`config.mk`:
```
export PLATFORM = sky130hd
export DESIGN_NAME = cam_op_sequencer
export DESIGN_NICKNAME = d
export VERILOG_FILES = /design/src/rtl/cam_pkg.sv /design/src/rtl/cam_op_sequencer_fifo.sv /design/src/rtl/cam_op_sequencer.sv
export SDC_FILE = /design/constraint.sdc
export NUM_CORES = 1
export LEC_CHECK = 0
export ABC_CLOCK_PERIOD_IN_PS = 5300
export BUFFER_PORTS_ARGS = -buffer_cell sky130_fd_sc_hd__buf_2
export CAP_MARGIN = 0
export CORE_AREA = 2 2 621 623
export CTS_BUF_LIST = sky130_fd_sc_hd__clkbuf_2 sky130_fd_sc_hd__clkbuf_4 sky130_fd_sc_hd__clkbuf_8
export DETAILED_ROUTE_END_ITERATION = 8
export DIE_AREA = 0 0 623 625
export GPL_TIMING_DRIVEN = 0
export SYNTH_ARGS = -nofsm -noshare
export SYNTH_HDL_FRONTEND = slang
export SYNTH_SLANG_ARGS = --single-unit
```
`constraint.sdc`:
```
create_clock -name aclk -period 5.3 [get_ports aclk]
set_input_delay 0.795 -clock aclk [delete_from_list [all_inputs] [get_ports aclk]]
set_output_delay 0.795 -clock aclk [all_outputs]
set_load 0.01 [all_outputs]
```
`src/rtl/cam_pkg.sv`:
```
// Shared opcodes, sequencer states and sizing helpers for the CAM job sequencer.
package cam_pkg;

    localparam logic [2:0] OP_IDLE       = 3'd0;
    localparam logic [2:0] OP_UPDATE_ALL = 3'd1;
    localparam logic [2:0] OP_SEARCH     = 3'd2;
    localparam logic [2:0] OP_UPDATE_ONE = 3'd3;

    localparam int CAM_SIZE_DEFAULT   = 256;
    localparam int CAM_BEATS_PER_LOAD = CAM_SIZE_DEFAULT / 8;

    typedef enum logic [2:0] {
        ST_IDLE,
        ST_LOAD,
        ST_LOAD_WAIT,
        ST_SEARCH,
        ST_DRAIN,
        ST_DONE
    } seq_state_e;

    // A 512-bit beat carries eight CAM entries.
    function automatic int beats_per_load(input int cam_size);
        return cam_size / 8;
    endfunction

endpackage

```
`src/rtl/cam_op_sequencer_fifo.sv`:
```
// Result FIFO for the CAM sequencer: single clock, synchronous reset,
// push and pop may occur in the same cycle.
module cam_result_fifo #(
    parameter int DEPTH = 16,
    parameter int WIDTH = 32
) (
    input  logic                         aclk,
    input  logic                         areset,
    input  logic                         push_i,
    input  logic [WIDTH-1:0]             push_data_i,
    input  logic                         pop_i,
    output logic [WIDTH-1:0]             pop_data_o,
    output logic                         empty_o,
    output logic [$clog2(DEPTH+1)-1:0]   count_o
);
    localparam int AW = $clog2(DEPTH);
    localparam int CW = $clog2(DEPTH + 1);

    logic [WIDTH-1:0] mem_q [DEPTH];
    logic [AW-1:0]    wr_ptr_q;
    logic [AW-1:0]    rd_ptr_q;
    logic [CW-1:0]    count_q;
    logic             do_pop;

    assign empty_o    = (count_q == '0);
    assign do_pop     = pop_i && !empty_o;
    assign count_o    = count_q;
    assign pop_data_o = mem_q[rd_ptr_q];

    always_ff @(posedge aclk) begin
        if (areset) begin
            wr_ptr_q <= '0;
            rd_ptr_q <= '0;
            count_q  <= '0;
        end else begin
            if (push_i) wr_ptr_q <= wr_ptr_q + 1'b1;
            if (do_pop) rd_ptr_q <= rd_ptr_q + 1'b1;
            case ({push_i, do_pop})
                2'b10:   count_q <= count_q + 1'b1;
                2'b01:   count_q <= count_q - 1'b1;
                default: count_q <= count_q;
            endcase
        end
    end

    always_ff @(posedge aclk) begin
        if (push_i) mem_q[wr_ptr_q] <= push_data_i;
    end

    // The upstream credit scheme must never let a push land on a full FIFO.
    a_no_overflow: assert property (@(posedge aclk) disable iff (areset)
        !(push_i && !do_pop && count_q == CW'(DEPTH)));

endmodule

```
`src/rtl/cam_op_sequencer.sv`:
```
// CAM job sequencer: bulk table load, credit-limited search issue, drain through the result FIFO.
// Defining CAM_SEQ_PERF_CNT_EN adds the load_cycles/search_cycles counters.
module cam_op_sequencer
    import cam_pkg::*;
#(
    parameter int C_DATA_WIDTH   = 512,
    parameter int CAM_SIZE       = CAM_SIZE_DEFAULT,
    parameter int OP_CODE_WIDTH  = 3,
    parameter int SEARCH_LATENCY = 4,
    parameter int RESULT_WIDTH   = 32,
    parameter int FIFO_DEPTH     = 16
) (
    input  logic                     aclk,
    input  logic                     areset,
    input  logic                     ap_start,
    input  logic [31:0]              num_searches,
    output logic                     busy,
    output logic                     ap_done,
    input  logic                     s_tvalid,
    output logic                     s_tready,
    input  logic [C_DATA_WIDTH-1:0]  s_tdata,
    output logic [OP_CODE_WIDTH-1:0] cam_state,
    output logic                     cam_tvalid,
    output logic [C_DATA_WIDTH-1:0]  cam_tdata,
    input  logic                     cam_update_all_end,
    input  logic                     cam_m_tvalid,
    input  logic [C_DATA_WIDTH-1:0]  cam_m_tdata,
    output logic                     m_tvalid,
    input  logic                     m_tready,
    output logic [RESULT_WIDTH-1:0]  m_tdata
`ifdef CAM_SEQ_PERF_CNT_EN
   ,output logic [31:0]              load_cycles,
    output logic [31:0]              search_cycles
`endif
);
    localparam int LOAD_BEATS = beats_per_load(CAM_SIZE);
    localparam int BW         = $clog2(LOAD_BEATS + 1);
    localparam int CW         = $clog2(FIFO_DEPTH + 1);

    if (FIFO_DEPTH < SEARCH_LATENCY + 1 || (FIFO_DEPTH & (FIFO_DEPTH - 1)) != 0) begin : g_bad_depth
        $error("FIFO_DEPTH must be a power of two of at least SEARCH_LATENCY+1");
    end

    seq_state_e        state_q, state_d;
    logic [BW-1:0]     beat_cnt_q, beat_cnt_d;
    logic [31:0]       search_cnt_q, search_cnt_d;
    logic [31:0]       num_q, num_d;
    logic [CW-1:0]     inflight_q, inflight_d;
    logic [CW-1:0]     fifo_count;
    logic              fifo_empty;
    logic              credit;
    logic              issue;
    logic              result_push;
    logic [2:0]        op_d;
    logic              unused_cam_hi;

    assign unused_cam_hi = ^cam_m_tdata[C_DATA_WIDTH-1:RESULT_WIDTH];

    // Results only count while something is outstanding; stragglers after an abort are dropped.
    assign result_push = cam_m_tvalid && (inflight_q != '0);
    assign credit      = ({1'b0, inflight_q} + {1'b0, fifo_count}) < (CW+1)'(FIFO_DEPTH);
    assign cam_state   = OP_CODE_WIDTH'(op_d);
    assign busy        = (state_q != ST_IDLE) && (state_q != ST_DONE);
    assign ap_done     = (state_q == ST_DONE);
    assign m_tvalid    = !fifo_empty;

    always_ff @(posedge aclk) begin
        if (areset) begin
            state_q      <= ST_IDLE;
            beat_cnt_q   <= '0;
            search_cnt_q <= '0;
            num_q        <= '0;
            inflight_q   <= '0;
        end else begin
            state_q      <= state_d;
            beat_cnt_q   <= beat_cnt_d;
            search_cnt_q <= search_cnt_d;
            num_q        <= num_d;
            inflight_q   <= inflight_d;
        end
    end

    always_comb begin
        state_d      = state_q;
        beat_cnt_d   = beat_cnt_q;
        search_cnt_d = search_cnt_q;
        num_d        = num_q;
        op_d         = OP_IDLE;
        s_tready     = 1'b0;
        cam_tvalid   = 1'b0;
        cam_tdata    = '0;
        issue        = 1'b0;
        case (state_q)
            ST_IDLE: begin
                if (ap_start) begin
                    num_d        = num_searches;
                    beat_cnt_d   = '0;
                    search_cnt_d = '0;
                    state_d      = ST_LOAD;
                end
            end
            ST_LOAD: begin
                op_d       = OP_UPDATE_ALL;
                s_tready   = 1'b1;
                cam_tvalid = s_tvalid;
                cam_tdata  = s_tdata;
                if (s_tvalid) begin
                    beat_cnt_d = beat_cnt_q + 1'b1;
                    if (beat_cnt_q == BW'(LOAD_BEATS - 1)) state_d = ST_LOAD_WAIT;
                end
            end
            ST_LOAD_WAIT: begin
                op_d = OP_UPDATE_ALL;
                if (cam_update_all_end) state_d = (num_q != '0) ? ST_SEARCH : ST_DONE;
            end
            ST_SEARCH: begin
                op_d      = OP_SEARCH;
                s_tready  = credit;
                cam_tdata = s_tdata;
                if (credit && s_tvalid) begin
                    issue        = 1'b1;
                    cam_tvalid   = 1'b1;
                    search_cnt_d = search_cnt_q + 32'd1;
                    if (search_cnt_q == num_q - 32'd1) state_d = ST_DRAIN;
                end
            end
            ST_DRAIN: begin
                // CAM results only advance while the opcode stays SEARCH.
                op_d = OP_SEARCH;
                if (inflight_q == '0 && fifo_empty) state_d = ST_DONE;
            end
            ST_DONE: state_d = ST_IDLE;
            default: state_d = ST_IDLE;
        endcase
    end

    always_comb begin
        case ({issue, result_push})
            2'b10:   inflight_d = inflight_q + 1'b1;
            2'b01:   inflight_d = inflight_q - 1'b1;
            default: inflight_d = inflight_q;
        endcase
    end

    cam_result_fifo #(
        .DEPTH (FIFO_DEPTH),
        .WIDTH (RESULT_WIDTH)
    ) u_result_fifo (
        .aclk        (aclk),
        .areset      (areset),
        .push_i      (result_push),
        .push_data_i (cam_m_tdata[RESULT_WIDTH-1:0]),
        .pop_i       (m_tvalid && m_tready),
        .pop_data_o  (m_tdata),
        .empty_o     (fifo_empty),
        .count_o     (fifo_count)
    );

`ifdef CAM_SEQ_PERF_CNT_EN
    logic [31:0] load_cycles_q;
    logic [31:0] search_cycles_q;

    always_ff @(posedge aclk) begin
        if (areset) begin
            load_cycles_q   <= '0;
            search_cycles_q <= '0;
        end else if (state_q == ST_IDLE && ap_start) begin
            load_cycles_q   <= '0;
            search_cycles_q <= '0;
        end else begin
            if ((state_q == ST_LOAD || state_q == ST_LOAD_WAIT) && load_cycles_q != '1)
                load_cycles_q <= load_cycles_q + 32'd1;
            if ((state_q == ST_SEARCH || state_q == ST_DRAIN) && search_cycles_q != '1)
                search_cycles_q <= search_cycles_q + 32'd1;
        end
    end

    assign load_cycles   = load_cycles_q;
    assign search_cycles = search_cycles_q;
`endif

endmodule

```
==> impl_metrics.toml, run 1 <==
[global_route]
met2_usage_pct = 18.2
grt_use_met1_pct = 15.3
track_usage_pct = 14.2
antenna_found_initial = 362
grt_pass1_vias = 22524
gr-total-overflow = 0
grt-busiest-layer = "met2"
use_met3_pct = 13.7
grt_max_degree = 24
grt_pass1_wl_um = 335000

[synthesis]
synth_top_area_share_pct = 54.8
synth_cell_type_count = 56
synth.cell_area_mm2 = 0.0281
synth_top_area_cell = "edfxtp_1"
ys_seq_area_share_pct = 61.5
ys.flop_type = "edfxtp_1"
ys.warnings.count = 0
syn_avg_cell_area_um2 = 14.1
synth_enable_flop_cells = 512
async_flop_share_pct = 0
synth-seq-cells = 607
netlist_instances = 1990
synth_nets = 3076
synthTopCellsByArea = "edfxtp_1 (55%), mux4_2 (13%), and2_1 (11%)"

[finish]
area_delta_synth_final_pct = 58.1
nFillCells = 43786
layout-drive-gt1-share_pct = 45.3
finalNetCount = 4329
multi_input_comb_area_mm2 = 0.0103
post-route-util_pct = 11.6
layout.area.seq_mm2 = 0.0173

[routing]
vias = 25515
ant_nets = 1
drtIter0Drc = 3404
via_per_inst = 2.79
wire_per_inst_um = 31.6
drc = 0
finalWirelength_um = 290000
dr.pass1.iters = 7

[sta]
setup_violations = 0
fin_crit_ns = 5.15
clock.fmax_ghz = 0.194
finalHoldWorstSlack_ns = 0.299
min_period_over_period_pct = 97.1
final_max_slew_viol_count = 0
hold_viol_final = 0
slew_headroom_pct = 13.0
tightest_slew_ns = 1.29
skew_ns = 0.0739
rsz0062_at_grt = "false"

[die]
core.rowCount = 228
die_w_um = 623
start_util_pct = 7.32
core_mm2 = 0.384
dieArea_mm2 = 0.389
pin_count = 1615
die_h_um = 625

[setup_path]
critical_path_class = "register to primary output"
r2r-end = "u_result_fifo.count_o[4]"
r2r_start = "u_result_fifo.count_o[0]"
reg2reg_depth = 14
critical_path_required_ns = 4.51
endpoint_kind = "primary output"
cp_data_arrival_time_ns = 4.35
critical_path_peak_fanout = 10
regToRegSetupSlack_ns = 1.48
startpoint_type = "register"

[run_status]
status = "complete, but fails checks"
violations = "antenna rules"

[power]
power.switching_mw = 6.20
p_clk_share_pct = 25.5
leakage_nw = 15.4
power_density_mw_per_mm2 = 344
total_power_mw = 15.3
switching_share_pct = 40.6
internal_power_mw = 9.08
combPwrFrac_pct = 39.5
vdd_drop_max_mv = 0.181
seq_power_share_pct = 35.0

[clock_tree]
cts_tree = "done"
cts_sinks = 607
clk_latency_ns = 0.78
clk_pin_slew_ns = 0.07
numCtsBuffers = 87
post_cts_buffers = 0
clock_path_buffers = 3
cts_root_buffer = "clkbuf_8"
htree_levels = 3

[placed_design]
gp_congestion = 1.07
portBuffers = 1133
dpl.hpwl_um = 261000

[flow_run]
drv_cap = 0

[min_path]
holdPathEnd = "num_q[5]"
min-delay-path-class = "primary input to register"
min_path_cells = 3
min_from = "num_searches[5]"
[how the worst max path moves through the flow]
stage	startpoint	endpoint	slack [ns]
finish	state_q[0]	cam_tdata[273]	0.15
global route	state_q[0]	cam_tdata[273]	0.05
CTS	state_q[0]	cam_tdata[475]	0.08
detailed placement	state_q[0]	cam_tdata[272]	0.78
global placement	cam_m_tvalid	u_result_fifo.mem_q[3][13]	-2.40
floorplan	cam_m_tvalid	u_result_fifo.mem_q[3][0]	1.24
[what timing repair did]
item                                    4_1_cts  5_1_grt
endpoints found under the setup margin        4        0
endpoints found under the hold margin         0        0
hold buffers                                  0        0
resized for setup                             4        0
[through the flow]
step                std cells  setup WS [ns]  setup TNS [ns]  cell area (um2)
floorplan                1990           1.24               0            28100
global placement         8183          -2.40         -317.26            40100
detailed placement       8214          0.777               0            40700
CTS                      8370         0.0831               0            42400
global route             8673         0.0455               0            43200
finish                   9149          0.154               0            44400
[power groups by stage]
stage	clock network [mW]	registers, mW	logic [mW]
finish	3.90	5.34	6.04
global route	4.17	5.35	6.38
CTS	3.98	5.34	6.05
detailed placement	0	5.44	6.02
global placement	0	5.45	6.03
floorplan	0	5.42	2.54
[Yosys cell counts (4+ instances only)]
library cell and count:
and3_1 6, edfxtp_1 512, buf_1 19, nor2b_1 4, inv_1 26, a21o_1 5
mux2i_1 6, and2_1 516, nand3_1 18, o21ai_0 18, ha_1 21, a21oi_1 62
nand2_1 103, nor4_1 9, a211oi_1 5, nand4_1 19, xnor2_1 39, nand2b_1 5
mux4_2 160, nor2_1 92, xor2_1 52, clkbuf_1 106, or4_1 5, and4_1 6
nor3_1 27, or3_1 11, dfxtp_1 95
[logic make-up (layout without fill, tap and decap cells)]
family / count (synthesis) / in the layout / synth area share (%)
simple gates: 837 / 837 / 17.1
other cells: 1 / 780 / 0.0134
buf+inv: 156 / 1476 / 2.14
fa+ha+maj: 23 / 23 / 1.08
xor+xnor: 91 / 91 / 2.84
mux: 166 / 166 / 13.0
flops: 607 / 607 / 61.5
compound gates: 109 / 109 / 2.26
[per-layer routing]
metal  part of all wire, %  up-vias
met4                   5.5      146
met3                    20      559
met2                    37     2025
li1                      -    10661
met1                    37    12124
met5                  0.32        -
[layout make-up]
| cell class | instances | share of cell area [%] |
|---|---|---|
| flip-flops and latches | 607 | 38.9 |
| multi-input cells | 1227 | 23.2 |
| well taps | 5060 | 14.3 |
| repair buffers | 1164 | 13.9 |
| diodes | 779 | 4.39 |
| clock buffers | 116 | 3.22 |
| plain buffers | 130 | 1.14 |
| clock inverters | 40 | 0.758 |
| inverters | 26 | 0.220 |
[worst max-delay path, cell delays in order, from the launching register on]
cell and delay [ns]:
dfxtp_1 0.31, clkbuf_1 0.30, nor2b_1 0.22, clkbuf_2 0.59
clkbuf_2 0.43, clkbuf_1 0.55, and2_1 0.90, buf_2 0.28
[placed cells by master (no fill, tap or decap), types with 39 or more instances in the layout]
cell and count:
dfxtp_1 95, edfxtp_1 512, nor2_1 79, and2_1 513, clkbuf_1 104, a21oi_1 62
diode_2 779, clkbuf_8 89, nand2_1 103, xor2_1 52, xnor2_1 39, mux4_2 160
buf_2 1136
[sequential cells by signal, summed over array words and instances (netlist names), named ones only]
signal,cells
beat_cnt_q,6
inflight_q,5
num_q,32
search_cnt_q,32
state_q,3
u_result_fifo.count_o,5
u_result_fifo.mem_q,512
u_result_fifo.rd_ptr_q,4
u_result_fifo.wr_ptr_q,4
No activity file was read; power rests on OpenSTA's default activity.
==> inputs of run 2 (changes only) <==
Settings changed: ABC_CLOCK_PERIOD_IN_PS 5300 to 4500, CORE_AREA 2 2 621 623 to 2 2 620 622, DIE_AREA 0 0 623 625 to 0 0 622 624.
Clock period 5.3 ns to 4.5 ns, I/O delays scaled along.
==> impl_metrics.toml, run 2 (synthesis gave the netlist of run 1 again) <==
[min_path]
min_from = "num_searches[25]"
min-delay-path-class = "primary input to register"
holdPathEnd = "num_q[25]"
min_path_cells = 3

[sta]
hold_viol_final = 0
setup_violations = 0
slew_headroom_pct = 9.27
rsz0062_at_grt = "true"
tightest_slew_ns = 1.35
fin_crit_ns = 4.32
final_max_slew_viol_count = 0
min_period_over_period_pct = 96.1
skew_ns = 0.0361
clock.fmax_ghz = 0.231

[global_route]
grt_pass1_vias = 22721
grt_max_degree = 25
track_usage_pct = 14.4
gr-total-overflow = 0
antenna_found_initial = 358
grt_pass1_wl_um = 337000

[die]
die_h_um = 624
start_util_pct = 7.37
core.rowCount = 227
pin_count = 1615
core_mm2 = 0.381
dieArea_mm2 = 0.388
die_w_um = 622

[finish]
top_register = "u_result_fifo.mem_q"
largest_reg_flops = 512
nFillCells = 43763
area_delta_synth_final_pct = 56.2
multi_input_comb_area_mm2 = 0.0103
layout_commonest_cell = "buf_2"
largest_registers = "u_result_fifo.mem_q (512), num_q (32), search_cnt_q (32)"
finalNetCount = 4327
mostFrequentLayoutCells = "buf_2 (1136), and2_1 (516), edfxtp_1 (512)"
layout-drive-gt1-share_pct = 45.6
post-route-util_pct = 11.5
layout.area.seq_mm2 = 0.0173

[power]
leakage_nw = 15.4
total_power_mw = 17.7
power_density_mw_per_mm2 = 403
vdd_drop_max_mv = 0.196

[routing]
ant_nets = 0
drtIter0Drc = 2621
wire_per_inst_um = 32.7
dr.pass1.iters = 5
drc = 0
finalWirelength_um = 292000
vias = 24995
via_per_inst = 2.80

[clock_tree]
cts_root_buffer = "clkbuf_8"
cts_sinks = 607
cts_tree = "done"
htree_levels = 3
clk_pin_slew_ns = 0.08
clk_latency_ns = 0.74
post_cts_buffers = 0
cts_hold_buf = 0
clock_path_buffers = 3
numCtsBuffers = 88

[setup_path]
critical_path_peak_fanout = 10
reg2reg_depth = 14
critical_path_required_ns = 3.83
critical_path_class = "register to primary output"
r2r-end = "inflight_q[4]"
regToRegSetupSlack_ns = 1.00
r2r_start = "state_q[0]"
endpoint_kind = "primary output"
cp_data_arrival_time_ns = 3.65
startpoint_type = "register"

[placed_design]
gp_congestion = 1.05
dpl.hpwl_um = 265000
portBuffers = 1133

[run_status]
status = "completed"

[flow_run]
drv_cap = 0
[run 2: per-layer routing]
metal | global-route usage [%] | wire length, um | share of wire [%] | up-vias
li1 | - | - | - | 10392
met1 | 15.7 | 115000 | 39 | 11891
met2 | 18.2 | 105000 | 36 | 1987
met3 | 14.1 | 55200 | 19 | 557
met4 | 6.13 | 15700 | 5.4 | 168
met5 | 0 | 1460 | 0.50 | -
[run 2: final cells by class]
type	count	share of cell area (%)
Inverter	26	0.223
Antenna cell	584	3.33
Tap cell	5038	14.4
Timing Repair Buffer	1161	13.9
Sequential cell	607	39.4
Clock buffer	120	3.38
Multi-Input combinational cell	1227	23.5
Buffer	130	1.28
Clock inverter	30	0.602
[run 2: how the worst max path moves through the flow]
stage	to	cells past startpoint
floorplan	u_result_fifo.mem_q[3][0]	4
global placement	u_result_fifo.mem_q[3][20]	5
detailed placement	m_tdata[30]	5
CTS	m_tdata[16]	5
global route	m_tdata[1]	5
finish	m_tdata[1]	5
[run 2: critical path, cell delays in order (launching register included)]
cell and delay [ns]:
dfxtp_1 0.37, clkbuf_1 0.55, clkdlybuf4s15_2 0.61, mux4_2 0.57, mux4_2 0.62, buf_2 0.20
[run 2: report_power, final]
part	internal (mW)	leakage [nW]	switching, mW
clock network	2.33	0.926	2.22
logic	2.22	9.07	4.60
registers	6.19	5.37	0.110
total	10.7	15.4	6.94
[run 2: repair_timing]
| action | 4_1_cts | 5_1_grt |
|---|---|---|
| endpoints found under the setup margin | 73 | 20 |
| gates cloned | 0 | 0 |
| pin swaps | 0 | 0 |
| resized for setup | 18 | 8 |
[run 2: through the flow]
stage | std cells | TNS [ns] | hold WS [ns] | cell area [um2] | setup WS [ns]
CTS | 8339 | -0.776 | 0.160 | 42400 | -0.0796
global placement | 8161 | -526.79 | 0.472 | 40000 | -2.75
floorplan | 1990 | 0 | 0.455 | 28100 | 0.564
global route | 8558 | 0 | 0.191 | 42900 | 0.00293
detailed placement | 8189 | 0 | 0.482 | 40600 | 0.387
finish | 8923 | 0 | 0.202 | 43900 | 0.175
